--- src/rtl/noc_spike_arbiter_pkg.sv ---
// Shared spike-NoC definitions: default bus geometry and the output-stage FSM encoding.
package noc_spike_arbiter_pkg;

  localparam int NOC_NUM_NODES  = 4;
  localparam int NOC_ADDR_WIDTH = 2;

  typedef enum logic {
    ST_EMPTY = 1'b0,
    ST_FULL  = 1'b1
  } state_e;

endpackage

--- src/rtl/noc_rr_arbiter.sv ---
// Combinational round-robin picker: first requesting node at or after the pointer,
// wrapping modulo NUM_NODES (NUM_NODES need not be a power of two).
module noc_rr_arbiter
  import noc_spike_arbiter_pkg::*;
#(
  parameter int NUM_NODES  = NOC_NUM_NODES,
  parameter int ADDR_WIDTH = NOC_ADDR_WIDTH
) (
  input  logic [NUM_NODES-1:0]  i_req,
  input  logic [ADDR_WIDTH-1:0] i_rr_ptr,
  output logic [ADDR_WIDTH-1:0] o_grant,
  output logic                  o_any_req
);

  logic [ADDR_WIDTH-1:0] w_grant;
  logic [ADDR_WIDTH-1:0] w_idx;
  logic                  w_any;
  logic                  w_hit;

  function automatic logic [ADDR_WIDTH-1:0] wrap_add(input logic [ADDR_WIDTH-1:0] base,
                                                     input int step);
    int sum;
    sum = int'(base) + step;
    return (sum >= NUM_NODES) ? ADDR_WIDTH'(sum - NUM_NODES) : ADDR_WIDTH'(sum);
  endfunction

  // Scan from the pointer; only the first hit is kept.
  always_comb begin
    w_grant = '0;
    w_idx   = '0;
    w_any   = 1'b0;
    w_hit   = 1'b0;
    for (int k = 0; k < NUM_NODES; k++) begin
      w_idx   = wrap_add(i_rr_ptr, k);
      w_hit   = i_req[w_idx] & ~w_any;
      w_grant = w_hit ? w_idx : w_grant;
      w_any   = w_any | i_req[w_idx];
    end
  end

  assign o_grant   = w_grant;
  assign o_any_req = w_any;

endmodule

--- src/rtl/noc_spike_arbiter.sv ---
// Spike NoC front-end: per-node saturating pending counters, round-robin grant and a
// single-entry valid/ready output register carrying the source node ID.
module noc_spike_arbiter
  import noc_spike_arbiter_pkg::*;
#(
  parameter int NUM_NODES  = NOC_NUM_NODES,
  parameter int ADDR_WIDTH = NOC_ADDR_WIDTH,
  parameter int CNT_WIDTH  = 3
) (
  input  logic                  clk,
  input  logic                  rst,
  input  logic [NUM_NODES-1:0]  spike_in,
  input  logic                  bus_ready,
  output logic                  bus_valid,
  output logic [ADDR_WIDTH-1:0] bus_addr,
  output logic [NUM_NODES-1:0]  pending_out,
  output logic [NUM_NODES-1:0]  drop_out,
  input  logic                  clr_drop
);

  localparam logic [CNT_WIDTH-1:0]  CNT_MAX   = '1;
  localparam logic [ADDR_WIDTH-1:0] LAST_NODE = ADDR_WIDTH'(NUM_NODES - 1);

  state_e                r_state;
  state_e                w_state_nxt;
  logic [CNT_WIDTH-1:0]  r_cnt     [NUM_NODES];
  logic [CNT_WIDTH-1:0]  w_cnt_nxt [NUM_NODES];
  logic [ADDR_WIDTH-1:0] r_rr_ptr;
  logic [ADDR_WIDTH-1:0] w_rr_ptr_nxt;
  logic [ADDR_WIDTH-1:0] r_bus_addr;
  logic [ADDR_WIDTH-1:0] w_grant;
  logic [NUM_NODES-1:0]  r_drop;
  logic [NUM_NODES-1:0]  w_drop_set;
  logic [NUM_NODES-1:0]  w_req;
  logic [NUM_NODES-1:0]  w_dec;
  logic                  w_any_req;
  logic                  w_load;
  logic                  w_take;

  // Request vector comes from registered counts only, so a spike waits one edge.
  always_comb begin
    w_req = '0;
    for (int i = 0; i < NUM_NODES; i++) begin
      w_req[i] = (r_cnt[i] != '0);
    end
  end

  noc_rr_arbiter #(
    .NUM_NODES  (NUM_NODES),
    .ADDR_WIDTH (ADDR_WIDTH)
  ) u_rr_arbiter (
    .i_req     (w_req),
    .i_rr_ptr  (r_rr_ptr),
    .o_grant   (w_grant),
    .o_any_req (w_any_req)
  );

  // Output-register FSM and round-robin pointer advance.
  always_comb begin
    w_load       = (r_state == ST_EMPTY) | bus_ready;
    w_take       = w_load & w_any_req;
    w_state_nxt  = r_state;
    w_rr_ptr_nxt = r_rr_ptr;
    case (r_state)
      ST_EMPTY: w_state_nxt = w_any_req ? ST_FULL : ST_EMPTY;
      ST_FULL: begin
        if (bus_ready) begin
          w_state_nxt = w_any_req ? ST_FULL : ST_EMPTY;
        end else begin
          w_state_nxt = ST_FULL;
        end
      end
      default: w_state_nxt = ST_EMPTY;
    endcase
    if (w_take) begin
      w_rr_ptr_nxt = (w_grant == LAST_NODE) ? '0 : w_grant + 1'b1;
    end else begin
      w_rr_ptr_nxt = r_rr_ptr;
    end
  end

  // Per-node counter update; a saturated increment with a simultaneous grant is not a drop.
  always_comb begin
    w_dec      = '0;
    w_drop_set = '0;
    for (int i = 0; i < NUM_NODES; i++) begin
      w_cnt_nxt[i] = r_cnt[i];
      w_dec[i]     = w_take & (w_grant == ADDR_WIDTH'(i));
      case ({spike_in[i], w_dec[i]})
        2'b10: begin
          if (r_cnt[i] == CNT_MAX) begin
            w_drop_set[i] = 1'b1;
          end else begin
            w_cnt_nxt[i] = r_cnt[i] + 1'b1;
          end
        end
        2'b01:   w_cnt_nxt[i] = r_cnt[i] - 1'b1;
        default: w_cnt_nxt[i] = r_cnt[i];
      endcase
    end
  end

  // State, counters, pointer, held event and sticky drop flags.
  always_ff @(posedge clk or posedge rst) begin
    if (rst) begin
      r_state    <= ST_EMPTY;
      r_rr_ptr   <= '0;
      r_bus_addr <= '0;
      r_drop     <= '0;
      for (int i = 0; i < NUM_NODES; i++) begin
        r_cnt[i] <= '0;
      end
    end else begin
      r_state  <= w_state_nxt;
      r_rr_ptr <= w_rr_ptr_nxt;
      if (w_take) begin
        r_bus_addr <= w_grant;
      end
      r_drop <= (clr_drop ? '0 : r_drop) | w_drop_set;
      for (int i = 0; i < NUM_NODES; i++) begin
        r_cnt[i] <= w_cnt_nxt[i];
      end
    end
  end

  assign bus_valid   = (r_state == ST_FULL);
  assign bus_addr    = r_bus_addr;
  assign pending_out = w_req;
  assign drop_out    = r_drop;

endmodule

--- config.mk ---
export PLATFORM = sky130hd
export DESIGN_NAME = noc_spike_arbiter
export DESIGN_NICKNAME = d
export VERILOG_FILES = /design/src/rtl/noc_spike_arbiter_pkg.sv /design/src/rtl/noc_rr_arbiter.sv /design/src/rtl/noc_spike_arbiter.sv
export SDC_FILE = /design/constraint.sdc
export NUM_CORES = 1
export LEC_CHECK = 0
export BUFFER_PORTS_ARGS = -buffer_cell sky130_fd_sc_hd__buf_2
export CORE_ASPECT_RATIO = 0.8
export CORE_UTILIZATION = 30
export CTS_CLUSTER_SIZE = 20
export DETAILED_ROUTE_END_ITERATION = 12
export REMOVE_ABC_BUFFERS = 1
export SYNTH_ARGS = -nofsm -noshare
export SYNTH_HDL_FRONTEND = slang
export SYNTH_SLANG_ARGS = --single-unit
export TNS_END_PERCENT = 50
--- constraint.sdc ---
create_clock -name clk -period 3.23 [get_ports clk]
set_input_delay 0.646 -clock clk [delete_from_list [all_inputs] [get_ports clk]]
set_output_delay 0.646 -clock clk [all_outputs]
set_load 0.1 [all_outputs]
==> metrics.txt, run 1 <==
# TYPE chip_impl_metric gauge
chip_impl_info{name="status",value="finished, final reports clean"} 1
chip_impl_info{name="layout.cells.most_common_list",value="sky130_fd_sc_hd__dfrtp_1 (21), sky130_fd_sc_hd__buf_2 (18), sky130_fd_sc_hd__inv_1 (17), sky130_fd_sc_hd__nand2_1 (12), sky130_fd_sc_hd__o21ai_0 (6)"} 1
chip_impl_metric{name="met3RoutedLength",unit="µm"} 154
chip_impl_info{name="grt_setup_unrepaired",value="no"} 1
chip_impl_metric{name="postPlaceCellArea",unit="mm²"} 0.00153
chip_impl_metric{name="post_synth_inst_count",unit=""} 133
chip_impl_metric{name="viasPerCell",unit=""} 5.04
chip_impl_metric{name="place_hpwl",unit="µm"} 2170
chip_impl_metric{name="vias",unit=""} 1084
chip_impl_metric{name="routed_wire_length_per_instance",unit="µm"} 13.2
chip_impl_metric{name="yosysUniqueCellTypes",unit=""} 43
chip_impl_metric{name="area.growth.synth_to_final",unit="%"} 18.0
chip_impl_metric{name="routabilityCongestion",unit=""} 0.914
chip_impl_metric{name="timing.max_cap.violations",unit=""} 0
chip_impl_metric{name="drc",unit=""} 0
chip_impl_metric{name="ios",unit=""} 19
chip_impl_metric{name="ys_ff_latch",unit=""} 21
chip_impl_metric{name="max_freq",unit="MHz"} 341
chip_impl_metric{name="drtAntennaViolNets",unit=""} 0
chip_impl_metric{name="antenna_diodes",unit=""} 0
chip_impl_metric{name="worst-endpoint-arrival",unit="ns"} 3.07
chip_impl_metric{name="grt_pass1_wl",unit="µm"} 4920
chip_impl_info{name="highest-signal-layer",value="met4"} 1
chip_impl_metric{name="antenna_found_initial",unit=""} 0
chip_impl_metric{name="wl_met1",unit="µm"} 1300
chip_impl_metric{name="die_y",unit="µm"} 62.1
chip_impl_metric{name="synth_edf_count",unit=""} 0
chip_impl_metric{name="rows",unit=""} 21
chip_impl_metric{name="final_worst_path_period_share",unit="%"} 90.9
chip_impl_metric{name="timing.final.hold_violations",unit=""} 0
chip_impl_metric{name="total_nets_final",unit=""} 175
chip_impl_info{name="startpoint_type",value="flop"} 1
chip_impl_metric{name="max_slew_margin",unit="%"} 42.7
chip_impl_metric{name="cts.sinks",unit=""} 21
chip_impl_metric{name="clk_transition_reported_paths",unit="ns"} 0.09
chip_impl_metric{name="cp_data_required_time",unit="ns"} 3.37
chip_impl_metric{name="layout_cell_share_with_drive_strength_beyond_1",unit="%"} 26.6
chip_impl_metric{name="clock-skew-final",unit="ns"} 0.00423
chip_impl_metric{name="drt_pre_antenna_iters",unit=""} 4
chip_impl_info{name="setup.worst_path.end_class",value="flop"} 1
chip_impl_info{name="tritoncts_clock_tree",value="done"} 1
chip_impl_info{name="synth_ff_type",value="sky130_fd_sc_hd__dfrtp_1"} 1
chip_impl_metric{name="synthArstFlopShare",unit="%"} 100
chip_impl_metric{name="dieArea",unit="mm²"} 0.00479
chip_impl_metric{name="hold_depth",unit=""} 2
chip_impl_metric{name="cts_made_buffers",unit=""} 3
chip_impl_metric{name="finalSetupViolCount",unit=""} 0
chip_impl_metric{name="yosysSeqAreaShare",unit="%"} 38.8
chip_impl_metric{name="floorplan.core_area",unit="mm²"} 0.00426
chip_impl_metric{name="initial_core_util",unit="%"} 31.8
chip_impl_metric{name="postLayoutCellArea",unit="mm²"} 0.00160
chip_impl_metric{name="grt_overflow",unit=""} 0
chip_impl_metric{name="first_iter_violations",unit=""} 44
chip_impl_info{name="mostFrequentLayoutCell",value="sky130_fd_sc_hd__dfrtp_1"} 1
chip_impl_metric{name="route.final.wire_length",unit="µm"} 2840
chip_impl_metric{name="globalRouteTotalUtil",unit="%"} 13.5
chip_impl_metric{name="port_buffer_cells",unit=""} 18
chip_impl_metric{name="pin_count_of_the_biggest_net_entering_global_routing",unit=""} 22
chip_impl_metric{name="post_cts_buffers",unit=""} 0
chip_impl_metric{name="grt_pass1_vias",unit=""} 1093
chip_impl_metric{name="clock_latency_of_the_later_clocked_register_in_the_worst_skew_pair",unit="ns"} 0.27
chip_impl_metric{name="maxSlewViolCount",unit=""} 0
chip_impl_metric{name="timing.reg2reg.worst_path_depth",unit=""} 11
chip_impl_metric{name="syn_area",unit="mm²"} 0.00135
chip_impl_metric{name="final.min_clock_period",unit="ns"} 2.94
chip_impl_metric{name="chipWidth",unit="µm"} 77.1
chip_impl_info{name="buffer_cell_driving_the_clock_tree_root",value="sky130_fd_sc_hd__clkbuf_8"} 1
chip_impl_metric{name="clock_path_buffers",unit=""} 2
chip_impl_metric{name="cts-htree-levels",unit=""} 1
chip_impl_metric{name="worst-path-max-fanout",unit=""} 4
chip_impl_metric{name="post_synth.cell_area_avg",unit="µm²"} 10.2
chip_impl_info{name="worstSetupPathType",value="reg -> reg"} 1
chip_impl_metric{name="detailroute.wirelength.met2",unit="µm"} 1360
chip_impl_info{name="timing.hold.worst.class",value="reg -> reg"} 1
chip_impl_metric{name="tightest_slew",unit="ns"} 0.859
chip_impl_metric{name="synth_warnings",unit=""} 0
-- through the flow --
stage	TNS (ns)	cells	hold WS (ns)	setup slack [ns]	utilization, %
after detailed placement	0	211	0.469	0.0862	35.9
after CTS	0	215	0.492	0.0618	37.0
final	0	215	0.485	0.293	37.5
after global placement	0	211	0.456	0.268	35.9
after floorplan	-0.460	131	0.484	-0.299	-
after global routing	0	215	0.515	0.0682	37.5
-- critical path, stage by stage (launching register included) --
cell	delay, ns
sky130_fd_sc_hd__dfrtp_1	0.43
sky130_fd_sc_hd__nor3_1	0.18
sky130_fd_sc_hd__buf_4	0.16
sky130_fd_sc_hd__o21ai_0	0.07
sky130_fd_sc_hd__a221oi_1	0.42
sky130_fd_sc_hd__ha_1	0.31
sky130_fd_sc_hd__inv_1	0.09
sky130_fd_sc_hd__nor3_2	0.20
sky130_fd_sc_hd__inv_1	0.08
sky130_fd_sc_hd__fa_1	0.41
sky130_fd_sc_hd__o311ai_1	0.31
sky130_fd_sc_hd__o211ai_1	0.14
-- cells by family (layout without fill, tap and decap cells) --
kind of cell / count (synthesis) / in the layout / synth area share (%)
muxes: 4 / 4 / 3.05
xor gates and xnor gates: 5 / 5 / 3.24
adders and majority gates: 8 / 8 / 9.61
DFF: 21 / 21 / 38.8
buffers and inverters: 20 / 45 / 6.65
AOI/OAI and AO/OA: 30 / 30 / 18.9
and+or+nand+nor: 45 / 45 / 19.7
-- state kept, by name, summed over array words and instances, names as in the netlist --
| register | cells |
|---|---|
| r_cnt | 12 |
| drop_out | 4 |
| bus_addr | 2 |
| r_rr_ptr | 2 |
| bus_valid | 1 |
-- worst paths after layout --
check,from,end,slack (ns)
max,r_cnt[4]$_DFFE_PP0P_,r_cnt[2]$_DFFE_PP0P_,0.29
min,bus_addr[0]$_DFFE_PP0P_,bus_addr[0]$_DFFE_PP0P_,0.48
max reg2reg,r_cnt[4]$_DFFE_PP0P_,r_cnt[2]$_DFFE_PP0P_,0.29
min reg2reg,bus_addr[0]$_DFFE_PP0P_,bus_addr[0]$_DFFE_PP0P_,0.48
max in group asynchronous,rst,r_cnt[1]$_DFFE_PP0P_,2.16
min in group asynchronous,rst,r_cnt[3]$_DFFE_PP0P_,0.54
-- metal layers --
layer / GRT usage, % / vias up
met4: 4.58 / 0
met1: 16.0 / 533
met3: 3.80 / 4
met2: 24.2 / 21
li1: - / 526
met5: 0 / -
-- cells in the mapped netlist (2+ instances only) --
cell	instances	area, µm²
sky130_fd_sc_hd__dfrtp_1	21	526
sky130_fd_sc_hd__inv_1	17	63.8
sky130_fd_sc_hd__nand2_1	12	45.0
sky130_fd_sc_hd__o21ai_0	6	30.0
sky130_fd_sc_hd__nor3_1	5	25.0
sky130_fd_sc_hd__fa_1	4	80.1
sky130_fd_sc_hd__ha_1	4	50.1
sky130_fd_sc_hd__a21oi_1	3	15.0
sky130_fd_sc_hd__a22oi_1	3	22.5
sky130_fd_sc_hd__mux2i_1	3	30.0
sky130_fd_sc_hd__nand2b_1	3	18.8
sky130_fd_sc_hd__nand3_1	3	15.0
sky130_fd_sc_hd__nand3b_1	3	22.5
sky130_fd_sc_hd__nand4_1	3	18.8
sky130_fd_sc_hd__nand4b_1	3	26.3
sky130_fd_sc_hd__nor2_1	3	11.3
sky130_fd_sc_hd__o2bb2ai_1	3	26.3
sky130_fd_sc_hd__xnor2_1	3	26.3
sky130_fd_sc_hd__a211oi_1	2	15.0
sky130_fd_sc_hd__and2_4	2	17.5
sky130_fd_sc_hd__buf_6	2	22.5
sky130_fd_sc_hd__nor4_1	2	12.5
sky130_fd_sc_hd__o31ai_2	2	25.0
sky130_fd_sc_hd__xor2_1	2	17.5
-- cell type report --
cell class	count	area, µm²
repair buffers	23	128
flip-flops and latches	21	526
fillers	437	2660
well taps	57	71.3
inverters	18	67.6
clock buffers	3	41.3
multi-input cells	92	759
clock inverters	1	5.00
-- repair_timing --
item,CTS,global route
gates resized for setup,0,5
endpoints found under the setup margin,0,1
hold endpoints to repair,0,0
hold buffers,0,0
Power of run 1 is left out: the tool's default activity adds up to more than one toggle a clock period on the data nets, which glitch-free logic cannot reach.
==> run 2, diff against run 1 <==
--- a/config.mk
+++ b/config.mk
@@ -7,6 +7,7 @@
 export LEC_CHECK = 0
 export BUFFER_PORTS_ARGS = -buffer_cell sky130_fd_sc_hd__buf_2
 export CORE_ASPECT_RATIO = 0.8
+export CORE_MARGIN = 10
 export CORE_UTILIZATION = 30
 export CTS_CLUSTER_SIZE = 20
 export DETAILED_ROUTE_END_ITERATION = 12
==> run 2 against run 1 <==
Core utilization decreased by 0.41 points; critical path type unchanged; cell count unchanged; non-clock buffer count is the same; critical path depth up 2; global-route usage decreased by 4.7 points; worst hold slack gained 0.0023 ns; wire length rose by 9.9%.
==> metrics.txt, run 2 (synthesis results as in run 1) <==
# TYPE chip_impl_metric gauge
chip_impl_metric{name="postPlaceCellArea",unit="mm²"} 0.00153
chip_impl_metric{name="max_slew_margin",unit="%"} 43.3
chip_impl_metric{name="clock-skew-final",unit="ns"} 0.00222
chip_impl_metric{name="final_core_util",unit="%"} 37.1
chip_impl_metric{name="area.growth.synth_to_final",unit="%"} 17.5
chip_impl_metric{name="layout_cell_share_with_drive_strength_beyond_1",unit="%"} 25.9
chip_impl_info{name="setup.worst_path.end_class",value="flop"} 1
chip_impl_metric{name="cts-htree-levels",unit=""} 1
chip_impl_metric{name="worst-path-max-fanout",unit=""} 5
chip_impl_info{name="buffer_cell_driving_the_clock_tree_root",value="sky130_fd_sc_hd__clkbuf_8"} 1
chip_impl_metric{name="tightest_slew",unit="ns"} 0.850
chip_impl_info{name="layout.cells.most_common_list",value="sky130_fd_sc_hd__dfrtp_1 (21), sky130_fd_sc_hd__buf_2 (18), sky130_fd_sc_hd__inv_1 (17), sky130_fd_sc_hd__nand2_1 (12), sky130_fd_sc_hd__o21ai_0 (6)"} 1
chip_impl_info{name="mostFrequentLayoutCell",value="sky130_fd_sc_hd__dfrtp_1"} 1
chip_impl_metric{name="finalSetupTns",unit="ns"} 0
chip_impl_metric{name="vias",unit=""} 1069
chip_impl_info{name="timing.hold.worst.class",value="reg -> reg"} 1
chip_impl_metric{name="globalRouteTotalUtil",unit="%"} 8.79
chip_impl_metric{name="cts_made_buffers",unit=""} 3
chip_impl_metric{name="drtAntennaViolNets",unit=""} 0
chip_impl_metric{name="drt_pre_antenna_iters",unit=""} 4
chip_impl_metric{name="dieArea",unit="mm²"} 0.00762
chip_impl_metric{name="grt_overflow",unit=""} 0
chip_impl_metric{name="timing.final.hold_violations",unit=""} 0
chip_impl_metric{name="ios",unit=""} 19
chip_impl_info{name="status",value="finished, final reports clean"} 1
chip_impl_metric{name="route.final.wire_length",unit="µm"} 3120
chip_impl_metric{name="initial_core_util",unit="%"} 31.6
chip_impl_info{name="tritoncts_clock_tree",value="done"} 1
chip_impl_metric{name="total_nets_final",unit=""} 175
chip_impl_metric{name="antenna_diodes",unit=""} 0
chip_impl_metric{name="largest_register_ff_count",unit=""} 12
chip_impl_metric{name="cts.sinks",unit=""} 21
chip_impl_info{name="largest_register",value="r_cnt"} 1
chip_impl_metric{name="cp_data_required_time",unit="ns"} 3.37
chip_impl_metric{name="postLayoutCellArea",unit="mm²"} 0.00159
chip_impl_metric{name="viasPerCell",unit=""} 4.97
chip_impl_metric{name="maxSlewViolCount",unit=""} 0
chip_impl_metric{name="antenna_found_initial",unit=""} 0
chip_impl_metric{name="timing.max_cap.violations",unit=""} 0
chip_impl_metric{name="rows",unit=""} 21
chip_impl_metric{name="drc",unit=""} 0
chip_impl_metric{name="port_buffer_cells",unit=""} 18
chip_impl_metric{name="routed_wire_length_per_instance",unit="µm"} 14.5
chip_impl_metric{name="grt_pass1_wl",unit="µm"} 5380
chip_impl_metric{name="final.min_clock_period",unit="ns"} 2.97
chip_impl_metric{name="max_freq",unit="MHz"} 337
chip_impl_metric{name="clock_latency_of_the_later_clocked_register_in_the_worst_skew_pair",unit="ns"} 0.26
chip_impl_info{name="worstSetupPathType",value="reg -> reg"} 1
chip_impl_metric{name="place_hpwl",unit="µm"} 2460
chip_impl_metric{name="clk_transition_reported_paths",unit="ns"} 0.08
chip_impl_metric{name="floorplan.core_area",unit="mm²"} 0.00428
chip_impl_metric{name="final_worst_path_period_share",unit="%"} 92.0
chip_impl_metric{name="grt_pass1_vias",unit=""} 1114
chip_impl_metric{name="finalSetupViolCount",unit=""} 0
chip_impl_metric{name="die_y",unit="µm"} 80.1
chip_impl_info{name="startpoint_type",value="flop"} 1
chip_impl_metric{name="first_iter_violations",unit=""} 86
chip_impl_metric{name="routabilityCongestion",unit=""} 0.831
chip_impl_metric{name="clock_path_buffers",unit=""} 2
chip_impl_metric{name="chipWidth",unit="µm"} 95.1
chip_impl_metric{name="pin_count_of_the_biggest_net_entering_global_routing",unit=""} 22
chip_impl_metric{name="worst-endpoint-arrival",unit="ns"} 3.11
-- run 2: cell types whose count changed in the layout (fill, tap and decap cells not counted) --
cell / delta
sky130_fd_sc_hd__clkbuf_1: +1
sky130_fd_sc_hd__clkinv_2: -1
sky130_fd_sc_hd__nor3_2: +1
sky130_fd_sc_hd__nor3_4: -1
-- run 2: area by class of cell --
type                       count  area, µm²
multi-input combinational     92        753
sequential                    21        526
tap                           57       71.3
inverter                      18       67.6
timing repair buffer          23        128
fill                         441       2690
clock buffer                   4       45.0
-- run 2: repair_timing --
action / 4_1_cts / 5_1_grt
hold buffers: 0 / 0
resized for setup: 0 / 4
hold endpoints to repair: 0 / 0
endpoints found under the setup margin: 0 / 1
setup buffers: 0 / 0
-- run 2: per-stage QoR --
stage / hold WS (ns) / setup WS [ns] / instances
after floorplan: 0.484 / -0.299 / 131
after global placement: 0.461 / 0.290 / 211
after detailed placement: 0.473 / 0.0190 / 211
after CTS: 0.494 / 0.0148 / 215
after global routing: 0.529 / -0.000925 / 215
final: 0.487 / 0.259 / 215
-- run 2: path summary, 6_finish.rpt --
path                                              start                       to  slack (ns)  cells past startpoint
worst min register to register  bus_addr[0]$_DFFE_PP0P_  bus_addr[0]$_DFFE_PP0P_        0.49                      2
worst max register to register    r_cnt[10]$_DFFE_PP0P_     r_cnt[2]$_DFFE_PP0P_        0.26                     13
max in group asynchronous                           rst     r_cnt[0]$_DFFE_PP0P_        2.17                      2
min in group asynchronous                           rst     r_cnt[4]$_DFFE_PP0P_        0.54                      2
worst max-delay path              r_cnt[10]$_DFFE_PP0P_     r_cnt[2]$_DFFE_PP0P_        0.26                     13
worst min-delay path            bus_addr[0]$_DFFE_PP0P_  bus_addr[0]$_DFFE_PP0P_        0.49                      2
-- run 2: worst max-delay path: stages (launching register included) --
cell and delay, ns:
sky130_fd_sc_hd__dfrtp_1 0.45, sky130_fd_sc_hd__nor3_2 0.25, sky130_fd_sc_hd__inv_1 0.09, sky130_fd_sc_hd__a21o_1 0.19, sky130_fd_sc_hd__a21oi_1 0.13, sky130_fd_sc_hd__o22ai_1 0.14, sky130_fd_sc_hd__inv_1 0.11, sky130_fd_sc_hd__ha_1 0.23
sky130_fd_sc_hd__inv_1 0.08, sky130_fd_sc_hd__nor3_2 0.21, sky130_fd_sc_hd__inv_1 0.08, sky130_fd_sc_hd__fa_1 0.41, sky130_fd_sc_hd__o311ai_1 0.33, sky130_fd_sc_hd__o211ai_1 0.13
-- run 2: layer usage --
metal,vias to the layer above,global-route usage (%),part of all wire [%]
li1,531,-,-
met1,506,11.0,44
met2,26,13.9,48
met3,6,3.16,6.0
met4,0,2.39,1.2
met5,-,0,0
Power of run 2 is left out for the same reason.
